### config.mk
export PLATFORM = sky130hd
export DESIGN_NAME = mem_bus_arbiter
export DESIGN_NICKNAME = d
export VERILOG_FILES = /design/src/rtl/arbiter_types.sv /design/src/rtl/dma_burst_counter.sv /design/src/rtl/mem_bus_arbiter.sv
export SDC_FILE = /design/constraint.sdc
export NUM_CORES = 1
export LEC_CHECK = 0
export CELL_PAD_IN_SITES_DETAIL_PLACEMENT = 1
export CELL_PAD_IN_SITES_GLOBAL_PLACEMENT = 1
export CORE_ASPECT_RATIO = 0.7
export CORE_MARGIN = 2
export CORE_UTILIZATION = 17
export DETAILED_ROUTE_END_ITERATION = 6
export PLACE_DENSITY_LB_ADDON = 0.1
export SYNTH_ARGS = -nofsm -noshare
export SYNTH_HDL_FRONTEND = slang
export SYNTH_HIERARCHICAL = 1
export SYNTH_SLANG_ARGS = --single-unit
export TNS_END_PERCENT = 5
### constraint.sdc
create_clock -name clk_in -period 5.4 [get_ports clk_in]
set_clock_uncertainty 0.1 [all_clocks]
set_input_delay 0.54 -clock clk_in [delete_from_list [all_inputs] [get_ports clk_in]]
set_output_delay 0.54 -clock clk_in [all_outputs]
set_load 0.05 [all_outputs]
### src/rtl/arbiter_types.sv
// Shared types for the CPU/DMA memory bus arbiter.
package arbiter_types;

   typedef enum logic [2:0] {
      ArbCpu,
      ArbHandover,
      ArbDma,
      ArbCpuForced,
      ArbStateEndMarker
   } arb_state_t;

   typedef enum logic {
      MemOwnerCpu,
      MemOwnerDma
   } mem_owner_t;

endpackage

### src/rtl/dma_burst_counter.sv
// Counts DMA beats within one burst; flags the final allowed beat.
module dma_burst_counter #(
   parameter int unsigned DMA_MAX_BURST = 4
) (
   input  logic clk_in,
   input  logic reset,
   input  logic clear,
   input  logic inc,
   output logic last
);

   localparam int unsigned CW = $clog2(DMA_MAX_BURST + 1);
   localparam logic [CW-1:0] LAST_VAL = CW'(DMA_MAX_BURST - 1);

   logic [CW-1:0] count_q;
   logic [CW-1:0] count_d;

   assign last = (count_q == LAST_VAL);

   // Saturates at the last beat so the count can never wrap.
   always_comb begin
      count_d = count_q;
      if (clear) begin
         count_d = '0;
      end else if (inc && !last) begin
         count_d = count_q + CW'(1);
      end
   end

   always_ff @(posedge clk_in or negedge reset) begin
      if (!reset) begin
         count_q <= '0;
      end else begin
         count_q <= count_d;
      end
   end

endmodule

### src/rtl/mem_bus_arbiter.sv
// Shares the memory bus between the 6502 core and a DMA requester,
// granting bounded DMA bursts and never splitting a CPU write.
module mem_bus_arbiter
   import arbiter_types::*;
#(
   parameter int unsigned DMA_MAX_BURST = 4
) (
   input  logic        clk_in,
   input  logic        reset,
   input  logic [15:0] cpu_address_in,
   input  logic        cpu_read_write_in,
   input  logic [7:0]  cpu_data_in,
   output logic [7:0]  cpu_data_out,
   output logic        cpu_rdy,
   input  logic        dma_req,
   input  logic [15:0] dma_address,
   input  logic        dma_read_write,
   input  logic [7:0]  dma_wdata,
   output logic        dma_gnt,
   output logic [7:0]  dma_rdata,
   output logic [15:0] mem_address,
   output logic        mem_read_write,
   output logic [7:0]  mem_wdata,
   input  logic [7:0]  mem_rdata
);

   if (DMA_MAX_BURST == 0 || DMA_MAX_BURST > 255) begin : g_bad_burst
      $error("DMA_MAX_BURST must be in 1..255");
   end

   arb_state_t state_q;
   arb_state_t state_d;
   mem_owner_t owner;
   logic       cnt_clear;
   logic       cnt_inc;
   logic       cnt_last;

   dma_burst_counter #(
      .DMA_MAX_BURST(DMA_MAX_BURST)
   ) u_cnt (
      .clk_in(clk_in),
      .reset (reset),
      .clear (cnt_clear),
      .inc   (cnt_inc),
      .last  (cnt_last)
   );

   assign cpu_data_out = mem_rdata;
   assign dma_rdata    = mem_rdata;
   assign owner = (state_q == ArbDma) ? MemOwnerDma : MemOwnerCpu;

   always_comb begin
      mem_address    = cpu_address_in;
      mem_read_write = cpu_read_write_in;
      mem_wdata      = cpu_data_in;
      if (owner == MemOwnerDma) begin
         mem_address    = dma_address;
         mem_wdata      = dma_wdata;
         mem_read_write = dma_read_write | ~dma_req;
      end
   end

   always_comb begin
      state_d   = state_q;
      cpu_rdy   = 1'b1;
      dma_gnt   = 1'b0;
      cnt_clear = 1'b0;
      cnt_inc   = 1'b0;
      case (state_q)
         ArbCpu: begin
            // Only leave on a read so a write cycle is never cut.
            if (dma_req && cpu_read_write_in) begin
               state_d = ArbHandover;
            end
         end
         ArbHandover: begin
            cpu_rdy = 1'b0;
            state_d = dma_req ? ArbDma : ArbCpu;
         end
         ArbDma: begin
            cpu_rdy = 1'b0;
            dma_gnt = dma_req;
            if (!dma_req) begin
               state_d   = ArbCpu;
               cnt_clear = 1'b1;
            end else if (cnt_last) begin
               state_d   = ArbCpuForced;
               cnt_clear = 1'b1;
            end else begin
               cnt_inc = 1'b1;
            end
         end
         ArbCpuForced: begin
            state_d = ArbCpu;
         end
         default: begin
            state_d = ArbCpu;
         end
      endcase
   end

   // The handover cycle is a dead read at the stalled CPU address.
   always_comb begin : unused_guard
   end

   always_ff @(posedge clk_in or negedge reset) begin
      if (!reset) begin
         state_q <= ArbCpu;
      end else begin
         state_q <= state_d;
      end
   end

endmodule

# Yosys cells after proc, flatten, opt, wreduce, memory -nomap -nowiden
# Cells that the tools add are included.
dict set report totals {
  ff_bits 6
  latchBits 0
  mem_bits_rw 0
  rom_bits 0
  inputBits 61
  word_cells 36
  n_memories 0
}
dict set report classes {
  n_addsub 1
  n_mul 0
  div 0
  order_cmp 0
  n_eq_ne 5
  n_shift 0
  n_mux 19
  n_bitwise 2
  reduce_logical 7
}
# op n
set ops {}
lappend ops {{$mux 16} 1}
lappend ops {{$mux 3} 5}
lappend ops {{$mux 1} 10}
lappend ops {{$pmux 3 s3} 1}
lappend ops {{$mux 8} 1}
lappend ops {{$eq 3x2->1 const B} 2}
lappend ops {{$add 3x1->3 const B} 1}
lappend ops {{$eq 3x1->1 const B} 1}
lappend ops {{$logic_not 3->1} 1}
lappend ops {{$ne 3x2->1 const B} 1}
lappend ops {{$logic_and 1x1->1} 2}
lappend ops {{$mux 2} 1}
lappend ops {{$ne 2x2->1 const B} 1}
lappend ops {{$reduce_and 2->1} 1}
lappend ops {{$reduce_bool 2->1} 1}
lappend ops {{$reduce_or 2->1} 1}
lappend ops {{$logic_not 1->1} 1}
lappend ops {{$not 1->1} 1}
lappend ops {{$or 1x1->1} 1}

# Longest topological paths before layout
# Gate-level depths: netlist of the first run.
dict set report depth {
  depth_word 7
  depth_mapped 7
}

# Modules after synthesis
# Netlist of the first run, hierarchy kept.
# mod instances cells_each area_each_um2 seq_area_each_um2
set by_module_without_submodules {}
lappend by_module_without_submodules {mem_bus_arbiter 1 66 625.6 50.0}
lappend by_module_without_submodules {dma_burst_counter 1 15 177.7 75.1}

# Least setup slack after synthesis of the first run
# Ideal clock, no wire load.
dict set report synth_timing {
  path_kind {reg-to-output}
  from {register state_q[0]}
  to {output mem_read_write}
  arrival_ns 1.774
  t_required_ns 4.760
  path_slack_ns 2.986
  stages_incl_launch_ff 6
  n_path_buf 1
  cell_sequence {dfrtp_1 inv_1 ha_1 buf_6 and2_4 a21oi_1}
}
dict set report synth_via {
  elab_chain_len 3
}
# element line
set synth_lines {}
lappend synth_lines {{start: declaration} mem_bus_arbiter.sv:31} ;# arb_state_t state_q;
lappend synth_lines {{start signal: assignment} mem_bus_arbiter.sv:108} ;# state_q <= ArbCpu;
lappend synth_lines {{start signal: assignment} mem_bus_arbiter.sv:110} ;# state_q <= state_d;
lappend synth_lines {{$eq 3x2->1} mem_bus_arbiter.sv:50} ;# assign owner = (state_q == ArbDma) ? MemOwnerDma : MemOwnerCpu;
lappend synth_lines {{$mux 1} mem_bus_arbiter.sv:50}
lappend synth_lines {{$mux 1} mem_bus_arbiter.sv:56} ;# if (owner == MemOwnerDma) begin
lappend synth_lines {{end: declaration} mem_bus_arbiter.sv:22} ;# output logic mem_read_write,
# Every way passes these cells.

# Worst setup path after layout of the first run
dict set report layout_timing {
  from {register state_q[0]}
  to {output mem_address[11]}
}
dict set report layout_via {
  elab_chain_len 3
}
# element line
set layout_lines {}
lappend layout_lines {{$eq 3x2->1} mem_bus_arbiter.sv:50}
lappend layout_lines {{$mux 1} mem_bus_arbiter.sv:50}
lappend layout_lines {{$mux 16} mem_bus_arbiter.sv:56}
lappend layout_lines {{end: declaration} mem_bus_arbiter.sv:21} ;# output logic [15:0] mem_address,
# Every way passes these cells.

==> results of run 1 <==
-- how the worst min path moves through the flow --
| stage | cells past startpoint | slack [ns] | endpoint |
|---|---|---|---|
| after global routing | 1 | 0.47 | u_cnt/count_q[2]$_DFFE_PN0P_ |
| after floorplan | 0 | 0.14 | state_q[0]$_DFFE_PN0P_ |
| after detailed placement | 2 | 0.45 | u_cnt/count_q[1]$_DFFE_PN0P_ |
| final | 1 | 0.46 | u_cnt/count_q[2]$_DFFE_PN0P_ |
| after CTS | 1 | 0.46 | u_cnt/count_q[0]$_DFFE_PN0P_ |
| after global placement | 2 | 0.44 | u_cnt/count_q[1]$_DFFE_PN0P_ |
-- layout by cell type (no fill, tap or decap), types with 2 or more instances in the layout --
master / synthesis / layout
sky130_fd_sc_hd__clkdlybuf4s50_1: 0 / 79
sky130_fd_sc_hd__mux2_2: 24 / 24
sky130_fd_sc_hd__inv_1: 7 / 7
sky130_fd_sc_hd__ha_1: 6 / 6
sky130_fd_sc_hd__dfrtp_1: 5 / 5
sky130_fd_sc_hd__clkbuf_8: 0 / 3
sky130_fd_sc_hd__nor2_1: 2 / 2
-- routing by layer --
layer | global-route usage, % | part of all wire (%) | vias up
met5 | 0 | 0 | -
met4 | 4.76 | 0.88 | 0
met3 | 3.35 | 7.1 | 6
met2 | 19.8 | 53 | 38
met1 | 11.7 | 39 | 386
li1 | - | - | 394
-- power by group through the flow --
stage | Combinational [mW] | Clock, mW | Sequential [mW]
2_1_floorplan | 0.344 | 0 | 0.0638
3_3_place_gp | 0.447 | 0 | 0.0658
3_5_place_dp | 0.456 | 0 | 0.0669
4_1_cts | 0.458 | 0.0716 | 0.0667
5_1_grt | 0.477 | 0.0752 | 0.0692
6_report | 0.449 | 0.0683 | 0.0665
-- through the flow --
stage | instances | instance area, µm² | setup WS (ns) | util [%]
2_1_floorplan | 81 | 803 | 2.99 | -
3_5_place_dp | 197 | 1520 | 2.59 | 34.4
4_1_cts | 201 | 1570 | 2.41 | 35.4
3_3_place_gp | 197 | 1520 | 2.61 | 34.4
5_1_grt | 201 | 1570 | 2.31 | 35.4
6_report | 201 | 1570 | 2.45 | 35.4
-- critical path, cell delays in order (launching register included) --
cell,delay [ns]
sky130_fd_sc_hd__dfrtp_1,0.41
sky130_fd_sc_hd__inv_1,0.10
sky130_fd_sc_hd__ha_1,0.15
sky130_fd_sc_hd__buf_4,0.33
sky130_fd_sc_hd__mux2_2,0.38
sky130_fd_sc_hd__clkdlybuf4s50_1,0.71
-- final cells by class --
class,instances,area (µm²)
clock buffer,4,45.0
fill,505,2860
inverter,7,26.3
multi-input combinational,50,505
sequential,5,125
tap,55,68.8
timing repair buffer,80,798
-- synth_stat cells (all sizes together) --
master | count | share of area [%]
nor2 | 2 | 0.93
o21ai | 1 | 0.62
buf | 19 | 18
a21oi | 2 | 1.7
or4b | 1 | 1.2
and2 | 1 | 1.1
o211ai | 1 | 0.93
and3b | 1 | 1.1
o21a | 1 | 0.93
mux2i | 1 | 1.2
and2b | 1 | 1.2
nand2b | 1 | 1.1
nand2 | 1 | 0.47
nor2b | 1 | 0.78
o31ai | 1 | 0.93
nand4bb | 1 | 1.4
a21boi | 1 | 0.93
inv | 7 | 3.3
mux2 | 26 | 37
dfrtp | 5 | 16
ha | 6 | 9.3
-- state kept, by name, summed over array words and instances (netlist names) --
signal         flops
u_cnt/count_q      3
state_q            2
-- cells by family (layout without fill, tap and decap cells) --
kind of cell	Yosys count	count (layout)	share of synthesized area [%]
DFF	5	5	15.6
and+or+nand+nor	10	10	9.35
buffers and inverters	26	91	21.5
muxes	27	27	38.2
AOI/OAI and AO/OA	7	7	6.08
adders and majority gates	6	6	9.35
==> summary.log, run 1 <==
INFO  routing        routedWlPerCell=14.2µm
INFO  synth          syn-instance-count=81
INFO  worst_setup_path reg2reg_to=u_cnt/count_q[0]$_DFFE_PN0P_
INFO  floorplanning  floorplan.die.height=61.5µm
INFO  status         outcome=completed
INFO  synth          postSynthNetCount=148
INFO  floorplanning  die_area=0.00530mm²
INFO  clock_tree     clockRootBuffer=sky130_fd_sc_hd__clkbuf_8
INFO  routing        dr_total_vias=824
INFO  sta            unrepaired_setup_endpoints_after_global_routing=false
INFO  worst_setup_path crit_path_start_kind=flip-flop
INFO  power_and_ir_drop ir_drop=0.234mV
INFO  worst_setup_path worstPathMaxFanout=29
INFO  placed_design  io_buffer_count=79
INFO  synth          synthesis.area_per_instance=9.92µm²
INFO  routing        route.final.wire_length=2850µm
INFO  clock_tree     clk-insertion-delay-late=0.22ns
INFO  routing        route.antenna.remaining_nets=0
INFO  power_and_ir_drop comb_power_share=76.9%
INFO  clock_tree     clock_sink_count=5
INFO  clock_tree     tritoncts_buffers=3
INFO  synth          ys_ff_latch=5
INFO  worst_setup_path cp_required=4.76ns
INFO  synth          synth_area=803µm²
INFO  clock_tree     worst_setup_hold_path_clk_slew=0.03ns
INFO  synth          synth.lib_cells_used.distinct=25
INFO  sta            layout_min_cycle_time=2.95ns
INFO  global_routing grt_util_all_layers=10.7%
INFO  worst_setup_path crit_start=state_q[0]$_DFFE_PN0P_
INFO  finish         final_layout_size_suffix_gt1_share=22.6%
INFO  power_and_ir_drop net-switching-power=0.284mW
INFO  global_routing grt_first_pass_wirelength=4330µm
INFO  worst_setup_path reg2regPathDepth=6
INFO  synth          yosys_warnings=6
INFO  global_routing grt_max_degree=30
INFO  worst_setup_path timing.reg2reg.setup_slack=3.09ns
INFO  power_and_ir_drop power_density=372mW/mm²
INFO  finish         num-nets-final=214
INFO  sta            worst_slew_pin_slew=0.601ns
INFO  sta            timing.final.setup_violations=0
INFO  sta            holdWs=0.457ns
INFO  floorplanning  core_region_area=0.00443mm²
INFO  flow_run       max-cap-violations=0
INFO  floorplanning  placement_rows=20
INFO  finish         antenna_cells=0
INFO  clock_tree     post_cts.resized_instances=0
INFO  worst_setup_path setup.worst_path.end=mem_address[11]
INFO  routing        drt_first_pass_iters=2
INFO  placed_design  detailedPlacementHpwl=2460µm
INFO  clock_tree     htree_num_levels=1
INFO  worst_setup_path worstSetupPathType=flip-flop to primary output
INFO  floorplanning  pin_count=104
INFO  global_routing grt_pass1_vias=903
INFO  routing        drtIter0Drc=12
INFO  clock_tree     tritoncts=done
INFO  sta            max_freq=0.339GHz
INFO  sta            timing.final.max_slew_violations=0
INFO  sta            timing.setup.tns=0ns
INFO  power_and_ir_drop seqPwrFrac=11.4%
INFO  clock_tree     cts_hold_buffers=0
INFO  synth          post_synthesis_sequential_area_ratio=15.6%
INFO  finish         flow.area_growth_from_synthesis=95.3%
INFO  worst_setup_path crit_path_end_kind=primary output
INFO  worst_setup_path timing.rr.start=state_q[0]$_DFFE_PN0P_
INFO  worst_hold_path timing.hold.worst.class=input pin to asynchronous set/reset pin
INFO  power_and_ir_drop power.switching_fraction=48.7%
INFO  floorplanning  die_width=86.2µm
INFO  power_and_ir_drop power.clock.fraction=11.7%
INFO  placed_design  gp_routability_congestion=0.691
INFO  floorplanning  initial_core_util=18.1%
INFO  clock_tree     clk_path_buf_depth=2
INFO  sta            layout_worst_path_cycle_share=54.7%
INFO  power_and_ir_drop p_int=0.300mW
INFO  global_routing globalRoute.totalOverflow=0
INFO  routing        remaining_drc_errors=0
INFO  sta            final-hold-violation-count=0
INFO  routing        route.detailed.vias_per_inst=4.10
INFO  worst_setup_path timing.critical_path.arrival=2.31ns
INFO  power_and_ir_drop leakagePower=0.618nW
INFO  sta            slew_headroom=59.6%
INFO  power_and_ir_drop finalPower=0.584mW
INFO  clock_tree     post_cts.repair.setup_buffers=0
INFO  global_routing antenna_violations_before_repair=0
No activity file was read; power rests on OpenSTA's default activity.
==> run 2, diff against run 1 <==
--- a/config.mk
+++ b/config.mk
@@ -9,7 +9,7 @@
 export CELL_PAD_IN_SITES_GLOBAL_PLACEMENT = 1
 export CORE_ASPECT_RATIO = 0.7
 export CORE_MARGIN = 2
-export CORE_UTILIZATION = 17
+export CORE_UTILIZATION = 14
 export DETAILED_ROUTE_END_ITERATION = 6
 export PLACE_DENSITY_LB_ADDON = 0.1
 export SYNTH_ARGS = -nofsm -noshare
==> constraint.sdc (replaced) <==
create_clock -name clk_in -period 2.6 [get_ports clk_in]
set_clock_uncertainty 0.1 [all_clocks]
set_input_delay 0.26 -clock clk_in [delete_from_list [all_inputs] [get_ports clk_in]]
set_output_delay 0.26 -clock clk_in [all_outputs]
set_load 0.05 [all_outputs]
==> run 2 against run 1 <==
Net effect: via count is 4.6% lower; combinational power increased by 110%; hold slack worse by 0.29 ns; die area increased by 20%; register-to-register slack got worse by 2.5 ns; final cell count grew 11%; global-route usage fell by 2.5 points; wire length grew 0.91%; first-iteration DRC count is 42% lower.
==> summary.log, run 2 (synthesis results as in run 1) <==
INFO  global_routing globalRoute.totalOverflow=0
INFO  worst_setup_path critical-path-max-stage-delay=0.79ns
INFO  global_routing grt_max_degree=18
INFO  worst_setup_path crit_path_start_kind=flip-flop
INFO  power_and_ir_drop ir_drop=0.477mV
INFO  routing        drtIter0Drc=7
INFO  finish         layout_commonest_cell=sky130_fd_sc_hd__clkdlybuf4s50_1
INFO  placed_design  detailedPlacementHpwl=2440µm
INFO  worst_setup_path cpMaxStageDelayCell=sky130_fd_sc_hd__clkdlybuf4s50_1
INFO  routing        route.detailed.vias_per_inst=3.52
INFO  floorplanning  core_region_area=0.00564mm²
INFO  clock_tree     post_cts.repair.setup_buffers=0
INFO  sta            unrepaired_setup_endpoints_after_global_routing=false
INFO  finish         layout.core_utilization=28.0%
INFO  worst_setup_path crit_path_end_kind=primary output
INFO  floorplanning  placement_rows=23
INFO  placed_design  io_buffer_count=79
INFO  clock_tree     htree_num_levels=1
INFO  clock_tree     clockRootBuffer=sky130_fd_sc_hd__clkbuf_8
INFO  power_and_ir_drop power_density=777mW/mm²
INFO  finish         antenna_cells=0
INFO  worst_setup_path crit_start=state_q[0]$_DFFE_PN0P_
INFO  finish         most-common-layout-cells=53 x sky130_fd_sc_hd__clkdlybuf4s50_1, 26 x sky130_fd_sc_hd__buf_4, 24 x sky130_fd_sc_hd__mux2_2
INFO  finish         largest_reg_by_ff_count=u_cnt/count_q
INFO  worst_setup_path timing.critical_path.arrival=1.83ns
INFO  routing        route.final.wire_length=2870µm
INFO  clock_tree     tritoncts=done
INFO  sta            timing.final.setup_violations=0
INFO  routing        drt_first_pass_iters=2
INFO  clock_tree     post_cts.resized_instances=0
INFO  clock_tree     cts_hold_buffers=0
INFO  sta            timing.final.max_slew_violations=0
INFO  flow_run       max-cap-violations=0
INFO  global_routing antenna_violations_before_repair=0
INFO  sta            worst_slew_pin_slew=0.492ns
INFO  sta            max_freq=0.457GHz
INFO  worst_setup_path timing.critical_path.buf_inv=3
INFO  floorplanning  floorplan.die.height=67.4µm
INFO  floorplanning  pin_count=104
INFO  floorplanning  die_area=0.00637mm²
INFO  finish         fillerInstances=671
INFO  global_routing grt_first_pass_wirelength=3990µm
INFO  worst_setup_path timing.rr.start=state_q[0]$_DFFE_PN0P_
INFO  power_and_ir_drop leakagePower=0.665nW
INFO  sta            timing.setup.tns=0ns
INFO  sta            layout_min_cycle_time=2.19ns
INFO  clock_tree     clk_path_buf_depth=2
INFO  clock_tree     tritoncts_buffers=3
INFO  routing        remaining_drc_errors=0
INFO  finish         largest_register_ff_count=3
INFO  routing        dr_total_vias=786
INFO  status         outcome=completed
INFO  finish         num-nets-final=216
INFO  sta            layout_worst_path_cycle_share=84.1%
INFO  worst_setup_path critical_path.cell_chain=inv_1 -> ha_1 -> inv_1 -> clkdlybuf4s50_1
INFO  finish         flow.area_growth_from_synthesis=96.9%
INFO  placed_design  gp_routability_congestion=0.664
INFO  clock_tree     clk-insertion-delay-late=0.23ns
INFO  worst_setup_path cp_required=2.24ns
INFO  worst_setup_path most_frequent_cp_cell=sky130_fd_sc_hd__inv_1
INFO  clock_tree     clock_sink_count=5
INFO  finish         final_layout_size_suffix_gt1_share=41.2%
INFO  routing        routedWlPerCell=12.9µm
INFO  worst_hold_path timing.hold.worst.class=input pin to asynchronous set/reset pin
INFO  global_routing grt_util_all_layers=8.26%
INFO  worst_setup_path worstPathMaxFanout=4
INFO  clock_tree     worst_setup_hold_path_clk_slew=0.04ns
INFO  finish         reg_top3=u_cnt/count_q x3, state_q x2
INFO  floorplanning  die_width=94.5µm
INFO  worst_setup_path worstSetupPathType=flip-flop to primary output
INFO  worst_setup_path cpLargestDelayFamily=buffers and inverters
INFO  global_routing grt_pass1_vias=806
INFO  sta            final-hold-violation-count=0
INFO  sta            slew_headroom=67.1%
INFO  floorplanning  initial_core_util=14.2%
INFO  routing        route.antenna.remaining_nets=0
## run 2: changes by cell type in the layout (fill, tap and decap cells not counted)
cell,before,now
sky130_fd_sc_hd__clkdlybuf4s50_1,79,53
sky130_fd_sc_hd__buf_4,1,26
sky130_fd_sc_hd__buf_12,0,3
## run 2: power breakdown
| group | total [mW] | leakage, nW | internal, mW | switching, mW |
|---|---|---|---|---|
| combinational | 0.941 | 0.578 | 0.407 | 0.533 |
| clock | 0.147 | 0.0228 | 0.106 | 0.0417 |
| sequential | 0.141 | 0.0648 | 0.112 | 0.0283 |
## run 2: path summary, 6_finish.rpt
kind                            slack [ns]  depth (start not counted)                      endpoint
max in group asynchronous             2.03                          1  u_cnt/count_q[2]$_DFFE_PN0P_
min in group clk_in                   0.42                          0               cpu_data_out[4]
worst min register to register        0.47                          2  u_cnt/count_q[1]$_DFFE_PN0P_
worst min-delay path                  0.16                          1        state_q[0]$_DFFE_PN0P_
worst max-delay path                  0.41                          4                       cpu_rdy
worst max register to register        0.58                          6  u_cnt/count_q[0]$_DFFE_PN0P_
## run 2: final cells by class
type,count,area [µm²],share of cell area [%]
sequential,5,125,7.91
multi-input combinational,50,505,32.0
tap,75,93.8,5.93
clock buffer,4,45.0,2.85
timing repair buffer,82,786,49.7
inverter,7,26.3,1.66
## run 2: per-stage QoR
step	setup WS, ns	std cells	power [mW]	hold slack (ns)	instance area (µm²)
after global placement	0.634	219	1.08	0.420	1540
final	0.413	223	1.23	0.164	1580
after CTS	0.394	223	1.25	0.173	1580
after global routing	0.302	223	1.31	0.179	1580
after detailed placement	0.556	219	1.09	0.415	1540
after floorplan	0.466	81	0.847	-0.136	803
## run 2: routing by layer
| layer | wire length, µm | GRT usage [%] |
|---|---|---|
| met5 | 0 | 0 |
| met3 | 245 | 2.57 |
| met2 | 1460 | 13.9 |
| met1 | 1150 | 9.85 |
| met4 | 14 | 3.44 |
